[config.mk]
export PLATFORM = sky130hd
export DESIGN_NAME = acc_datapath
export DESIGN_NICKNAME = d
export VERILOG_FILES = /design/src/rtl/acc_datapath.sv
export SDC_FILE = /design/constraint.sdc
export NUM_CORES = 1
export LEC_CHECK = 0
export BUFFER_PORTS_ARGS = -buffer_cell sky130_fd_sc_hd__buf_2
export CORE_ASPECT_RATIO = 1.4
export CORE_MARGIN = 2
export CORE_UTILIZATION = 50
export DETAILED_ROUTE_END_ITERATION = 8
export PLACE_DENSITY = 0.65
export SLEW_MARGIN = 10
export SYNTH_ARGS = -nofsm -noshare
export SYNTH_HDL_FRONTEND = slang
export SYNTH_SLANG_ARGS = --single-unit
[constraint.sdc]
create_clock -name clk -period 10.6 [get_ports clk]
set_input_delay 2.65 -clock clk [delete_from_list [all_inputs] [get_ports clk]]
set_output_delay 2.65 -clock clk [all_outputs]
set_load 0.01 [all_outputs]
[src/rtl/acc_datapath.sv]
// rtl/acc_datapath.sv - accumulator, carry flag, register file and ALU driven by the decoder control word
// Optional feature: define ACC_ZFLAG_EN to add the Z register and z_out port.
module acc_datapath #(
    parameter int WIDTH     = 8,
    parameter int REG_COUNT = 16
) (
    input  logic             clk,
    input  logic             nReset,
    input  logic [3:0]       RegAddr,
    input  logic [2:0]       ALUCode,
    input  logic             Reg_CE,
    input  logic             CY_CE,
    input  logic             A_CE,
    input  logic             ResetCY,
    input  logic             ext_we,
    input  logic [3:0]       ext_addr,
    input  logic [WIDTH-1:0] ext_data,
    input  logic [3:0]       dbg_addr,
    output logic [WIDTH-1:0] dbg_data,
    output logic [WIDTH-1:0] acc_out,
`ifdef ACC_ZFLAG_EN
    output logic             z_out,
`endif
    output logic             cy_out
);

    typedef enum logic [2:0] {
        OP_LD  = 3'b000,
        OP_ADD = 3'b001,
        OP_SUB = 3'b010,
        OP_AND = 3'b011,
        OP_OR  = 3'b100,
        OP_XOR = 3'b101,
        OP_NOT = 3'b110,
        OP_NOP = 3'b111
    } alu_op_t;

    logic [WIDTH-1:0] regs [REG_COUNT];
    logic [WIDTH-1:0] acc;
    logic             cy;
    logic [WIDTH-1:0] opnd_r;
    logic [WIDTH-1:0] res;
    logic             cout;
    logic [WIDTH:0]   sum;
    logic [WIDTH:0]   diff;

    // Operand is the pre-write value; there is deliberately no write-to-read bypass.
    assign opnd_r = regs[RegAddr];
    assign sum    = {1'b0, acc} + {1'b0, opnd_r} + {{WIDTH{1'b0}}, cy};
    assign diff   = {1'b0, acc} - {1'b0, opnd_r} - {{WIDTH{1'b0}}, cy};

    always_comb begin
        res  = acc;
        cout = 1'b0;
        case (alu_op_t'(ALUCode))
            OP_LD:   res = opnd_r;
            OP_ADD:  {cout, res} = sum;
            OP_SUB:  {cout, res} = diff;
            OP_AND:  res = acc & opnd_r;
            OP_OR:   res = acc | opnd_r;
            OP_XOR:  res = acc ^ opnd_r;
            OP_NOT:  res = ~acc;
            default: begin
                res  = acc;
                cout = cy;
            end
        endcase
    end

    always_ff @(posedge clk) begin
        if (nReset) begin
            acc <= '0;
            cy  <= 1'b0;
        end else begin
            if (A_CE)
                acc <= res;
            if (ResetCY)
                cy <= 1'b0;
            else if (CY_CE)
                cy <= cout;
        end
    end

    // The external write is issued last so it wins an address collision with Reg_CE.
    always_ff @(posedge clk) begin
        if (nReset) begin
            for (int i = 0; i < REG_COUNT; i++)
                regs[i] <= '0;
        end else begin
            if (Reg_CE)
                regs[RegAddr] <= acc;
            if (ext_we)
                regs[ext_addr] <= ext_data;
        end
    end

`ifdef ACC_ZFLAG_EN
    logic z;

    always_ff @(posedge clk) begin
        if (nReset)
            z <= 1'b0;
        else if (CY_CE)
            z <= (res == '0);
    end

    assign z_out = z;
`endif

    assign dbg_data = regs[dbg_addr];
    assign acc_out  = acc;
    assign cy_out   = cy;

endmodule

==> impl_metrics.py, run 1 <==
metrics = {
    "outcome": {
        "status": "finished, final reports clean",
    },
    "timing": {
        "tightest_slew_ps": 1280,
        "setup_viol": 0,
        "tns_ps": 0,
        "fmaxAchievable_ghz": 0.135,
        "setup_ws_ps": 3220,
        "rsz0062_at_grt": "false",
        "max_slew_margin_pct": 13.8,
        "hold_viol_final": 0,
        "report.final.slew_viol_count": 0,
        "post-route-min-period_ps": 7380,
        "skew_ps": 10.3,
        "post-route-period-util_pct": 69.7,
    },
    "power": {
        "cellPowerDensity_mw_per_mm2": 152,
        "ir_drop_v": 0.000106,
        "p_leak_nw": 3.66,
    },
    "logic_synthesis": {
        "netlist.area_leader.share_pct": 41.2,
        "synth_common_cells": "129 x a22o_1, 128 x edfxtp_1, 68 x mux4_2",
        "syn_inst": 713,
        "synthArstFlopShare_pct": 0,
        "synth-simple-area-share_pct": 6.97,
        "synth_top_family_by_area": "compound AO/OA/AOI/OAI gates",
        "syn-num-nets": 777,
        "synthAdderAreaFrac_pct": 4.88,
        "synth_edf_count": 128,
        "syn_area_mm2": 0.00933,
        "synth.mux.area_fraction_pct": 19.5,
        "synth_area_per_cell_um2": 13.1,
        "synth_warnings": 0,
        "synth_compound_area_share_pct": 19.9,
        "synth-seq-cells": 137,
        "yosysMostFrequentCell": "a22o_1",
        "synth-main-ff-cell": "edfxtp_1",
        "synth_xor_area_share_pct": 0.845,
        "yosys.area.top_type": "edfxtp_1",
        "synth_cell_types": 60,
        "synth_area_leaders": "edfxtp_1 41%, mux4_2 16%, a22o_1 12%",
        "seq_area_frac_synth_pct": 43.1,
    },
    "worst_setup_path": {
        "path_buf_inv": 2,
        "worstPathArrival_ps": 4730,
        "max_stage_delay_ps": 800,
        "crit_required_ps": 7950,
        "path_cells": "buf_2 -> mux4_2 -> mux4_2 -> buf_2",
        "crit_family": "multiplexers",
        "critPathCaptureType": "output pin",
        "r2r_cells": 11,
        "crit_path_start_kind": "primary input",
        "path_depth": 4,
        "cpMaxStageDelayCell": "buf_2",
        "startpoint": "dbg_addr[0]",
        "ff2ff_setup_slack_ps": 6800,
        "crit_path_max_fanout": 32,
        "worstSetupPathType": "primary input to output pin",
        "cp-endpoint": "dbg_data[7]",
        "r2r_end": "acc_out[7]",
        "reg2reg_from": "regs[15][0]",
    },
    "route": {
        "drc": 0,
        "num_vias": 6953,
        "ant_nets": 0,
        "drt_iter0_markers": 827,
        "avgViaCountPerCell": 7.22,
        "wl_per_cell_um": 28.4,
        "wirelength_um": 27400,
        "first_pass_iters": 6,
    },
    "finish": {
        "drive_above_1_share_pct": 23.1,
        "fin_nets": 770,
        "fillers": 1536,
        "area_delta_synth_final_pct": 8.54,
        "multiInputGateArea_mm2": 0.00486,
        "antennaDiodeCount": 0,
        "seq_area_mm2": 0.00402,
    },
    "grt": {
        "grt_pass1_wl_um": 42000,
        "grt_pass1_vias": 6926,
        "grtUsageTotal_pct": 28.4,
        "grt_max_degree": 33,
        "antenna_found_initial": 0,
        "grt-ovfl-total": 0,
    },
    "clock_tree": {
        "tritoncts": "built",
        "postCtsHoldBufs": 0,
        "clock_sinks": 137,
        "numCtsBuffers": 17,
        "htree_levels": 4,
        "cts_resized": 0,
        "cts-root-buf": "clkbuf_16",
        "post_cts_buffers": 0,
        "cts.clk_slew.worst_paths_ps": 70,
        "worst_skew_pair.late_latency_ps": 430,
        "clockBufferDepth": 2,
    },
    "die": {
        "std_cell_rows": 59,
        "initial_core_util_pct": 50.6,
        "core_mm2": 0.0185,
        "die_area_mm2": 0.0198,
        "die_h_um": 166,
        "die_w_um": 119,
        "io_pins": 47,
    },
    "min_path": {
        "hold_start": "acc_out[1]",
        "min_path_type": "flop to flop",
    },
    "placed_design": {
        "preCtsSetupSlack_ps": 3170,
        "io_buffer_count": 46,
        "dp_hpwl_um": 20500,
        "routabilityCongestion": 1.02,
    },
    "flow_run": {
        "cap_violations": 0,
    },
}
area by class of cell:
type	count	area share, %
clock buffer	17	4.20
sequential	137	39.7
inverter	29	1.07
clock inverter	15	1.56
tap	244	3.01
timing repair buffer	48	2.42
multi-input combinational	473	48.0
flip-flops by register name, indices dropped and copies added, names as in the netlist:
name,cells
cy_out,1
acc_out,8
regs,128
layout by cell type, fill, tap and decap left out, types with 13 or more instances in the layout:
| master | instances |
|---|---|
| a22o_1 | 129 |
| nand2_1 | 20 |
| ha_1 | 30 |
| inv_1 | 28 |
| nand2b_1 | 13 |
| nor2_1 | 21 |
| a21oi_1 | 19 |
| nor3_1 | 18 |
| o21ai_0 | 15 |
| mux4_2 | 68 |
| buf_2 | 46 |
| edfxtp_1 | 128 |
| clkbuf_16 | 17 |
through the flow:
stage | instance area, um2 | hold WS (ps) | instances | power (mW) | utilization [%]
global route | 10100 | 810 | 963 | 1.60 | 54.9
finish | 10100 | 754 | 963 | 1.54 | 54.9
CTS | 10100 | 754 | 963 | 1.54 | 54.9
floorplan | 9330 | 679 | 713 | 0.868 | -
global placement | 9540 | 751 | 931 | 0.940 | 51.7
detailed placement | 9540 | 746 | 931 | 0.948 | 51.7
where the power goes:
group / internal, mW / leakage, nW / switching (mW)
clock network: 0.333 / 0.282 / 0.268
registers: 0.618 / 1.40 / 0.0359
logic: 0.126 / 1.97 / 0.163
logic make-up (layout without fill, tap and decap cells):
family	count (synthesis)	count (layout)
AO/OA/AOI/OAI	231	231
flip-flops	137	137
AND/OR/NAND/NOR	117	117
buffers and inverters	103	109
multiplexers	82	82
adder cells (fa/ha/maj)	34	34
XOR/XNOR	9	9
tightest hold or removal path: cells and delay by family (launching register included):
family | cells | cell delay [ps]
flops | 1 | 310
simple gates | 1 | 90
compound gates | 1 | 60
buf+inv | 1 | 240
worst min-delay path by stage:
stage / slack (ps) / cells past startpoint / to
floorplan: 680 / 4 / cy_out
global placement: 750 / 3 / acc_out[1]
detailed placement: 750 / 3 / acc_out[1]
CTS: 750 / 3 / acc_out[1]
global route: 810 / 3 / acc_out[1]
finish: 750 / 3 / acc_out[1]
metal layers:
layer / vias up / track usage [%] / wire length (um)
li1: 2937 / - / -
met2: 444 / 51.4 / 14800
met3: 91 / 4.48 / 2020
met4: 0 / 11.9 / 1220
met1: 3481 / 33.4 / 9350
met5: - / 0 / 0
Power figures use the tool's default switching activity.
==> run 2, diff against run 1 <==
==> constraint.sdc (replaced) <==
create_clock -name clk -period 7.5 [get_ports clk]
set_input_delay 1.875 -clock clk [delete_from_list [all_inputs] [get_ports clk]]
set_output_delay 1.875 -clock clk [all_outputs]
set_load 0.01 [all_outputs]
==> run 2 against run 1 <==
Wire length increased by 2.5%; first-iteration DRC count decreased by 10%; worst hold slack improved by 67 ps; sequential power increased by 41%; via count about the same; register-to-register slack got worse by 3200 ps; sequential share of layout area decreased by 0.093 points; total power increased by 45%; critical path depth increased by 8; core utilization increased by 0.13 points; clock-buffer cell count unchanged.
==> impl_metrics.py, run 2 (synthesis gave the netlist of run 1 again) <==
metrics = {
    "grt": {
        "antenna_found_initial": 1,
        "grt_max_degree": 33,
        "grt_pass1_wl_um": 42800,
        "grt_pass1_vias": 7115,
        "grt-ovfl-total": 0,
        "grtUsageTotal_pct": 28.8,
    },
    "outcome": {
        "status": "finished, final reports clean",
    },
    "worst_setup_path": {
        "crit_required_ps": 7810,
        "critPathCaptureType": "flop",
        "worstPathArrival_ps": 5980,
        "worstSetupPathType": "primary input to flop",
        "crit_path_max_fanout": 31,
        "crit_path_start_kind": "primary input",
    },
    "die": {
        "io_pins": 47,
        "die_h_um": 166,
        "die_w_um": 119,
        "initial_core_util_pct": 50.6,
        "die_area_mm2": 0.0198,
        "core_mm2": 0.0185,
        "std_cell_rows": 59,
    },
    "clock_tree": {
        "post_cts_buffers": 0,
        "cts.clk_slew.worst_paths_ps": 70,
        "numCtsBuffers": 17,
        "cts-root-buf": "clkbuf_16",
        "postCtsHoldBufs": 0,
        "clockBufferDepth": 2,
        "tritoncts": "built",
        "clock_sinks": 137,
        "worst_skew_pair.late_latency_ps": 430,
        "cts_resized": 0,
        "htree_levels": 4,
    },
    "timing": {
        "post-route-period-util_pct": 75.7,
        "setup_viol": 0,
        "skew_ps": 14.0,
        "post-route-min-period_ps": 5670,
        "rsz0062_at_grt": "false",
        "setup_ws_ps": 1830,
        "max_slew_margin_pct": 9.91,
        "report.final.slew_viol_count": 0,
        "tightest_slew_ps": 1340,
        "fmaxAchievable_ghz": 0.176,
        "hold_viol_final": 0,
        "tns_ps": 0,
    },
    "finish": {
        "largest_reg_flops": 128,
        "fillers": 1542,
        "antennaDiodeCount": 0,
        "final_cell_mix": "129 x a22o_1, 128 x edfxtp_1, 68 x mux4_2",
        "max_flop_register": "regs",
        "final_common_cell": "a22o_1",
        "drive_above_1_share_pct": 23.0,
        "area_delta_synth_final_pct": 8.80,
        "postLayoutCoreUtil_pct": 55.0,
        "fin_nets": 768,
        "final_cell_count_no_fill": 961,
    },
    "route": {
        "drc": 0,
        "wl_per_cell_um": 29.2,
        "num_vias": 6949,
        "drt_iter0_markers": 741,
        "first_pass_iters": 7,
        "ant_nets": 0,
        "wirelength_um": 28100,
        "avgViaCountPerCell": 7.23,
    },
    "power": {
        "seq_power_share_pct": 41.4,
        "swShare_pct": 30.0,
        "p_leak_nw": 3.66,
        "p_switching_mw": 0.670,
        "power_mw": 2.23,
        "p_clk_share_pct": 40.2,
        "comb_power_share_pct": 18.4,
        "intPower_mw": 1.56,
        "ir_drop_v": 0.000141,
        "cellPowerDensity_mw_per_mm2": 220,
    },
    "placed_design": {
        "io_buffer_count": 46,
        "dp_hpwl_um": 20800,
        "place_inst": 929,
        "preCtsSetupSlack_ps": 1390,
        "routabilityCongestion": 0.932,
    },
    "flow_run": {
        "cap_violations": 0,
    },
    "min_path": {
        "min_path_type": "flop to flop",
    },
}
[run 2: final timing paths]
check	to	slack, ps	start	depth (start not counted)
min	cy_out	820	cy_out	3
min reg2reg	cy_out	820	cy_out	3
max	acc_out[7]	1830	RegAddr[0]	12
max reg2reg	acc_out[7]	3650	regs[15][0]	11
[run 2: area by class of cell]
type                       count  area (um2)  area share (%)
sequential                   137        4020            39.6
clock buffer                  17         425            4.19
multi-input combinational    473        4860            47.9
tap                          244         305            3.01
inverter                      29         109            1.07
timing repair buffer          46         233            2.29
clock inverter                15         194            1.91
[run 2: worst max-delay path: stages]
cell and delay (ps):
buf_2 710, mux4_2 600, mux4_2 550, fa_1 520
inv_1 70, ha_1 180, o21ai_0 180, nand2_1 140
o31ai_1 460, a31o_2 240, a221oi_1 70, a2111oi_0 360
[run 2: per-layer routing]
layer	up-vias	GRT usage, %	share of wire, %
met4	0	17.9	6.4
li1	2935	-	-
met5	-	0	0
met3	112	3.86	6.6
met1	3478	34.0	35
met2	424	49.5	52
[run 2: power groups by stage]
stage,clock network [mW],registers [mW],logic [mW]
floorplan,0,0.902,0.325
global placement,0,0.935,0.398
detailed placement,0,0.938,0.404
CTS,0.898,0.922,0.407
global route,0.928,0.928,0.446
finish,0.898,0.924,0.410
[run 2: stage by stage]
stage | instance area, um2 | hold slack (ps)
after floorplan | 9330 | 679
after global placement | 9530 | 766
after detailed placement | 9530 | 801
after CTS | 10100 | 814
after global routing | 10200 | 889
final | 10200 | 821
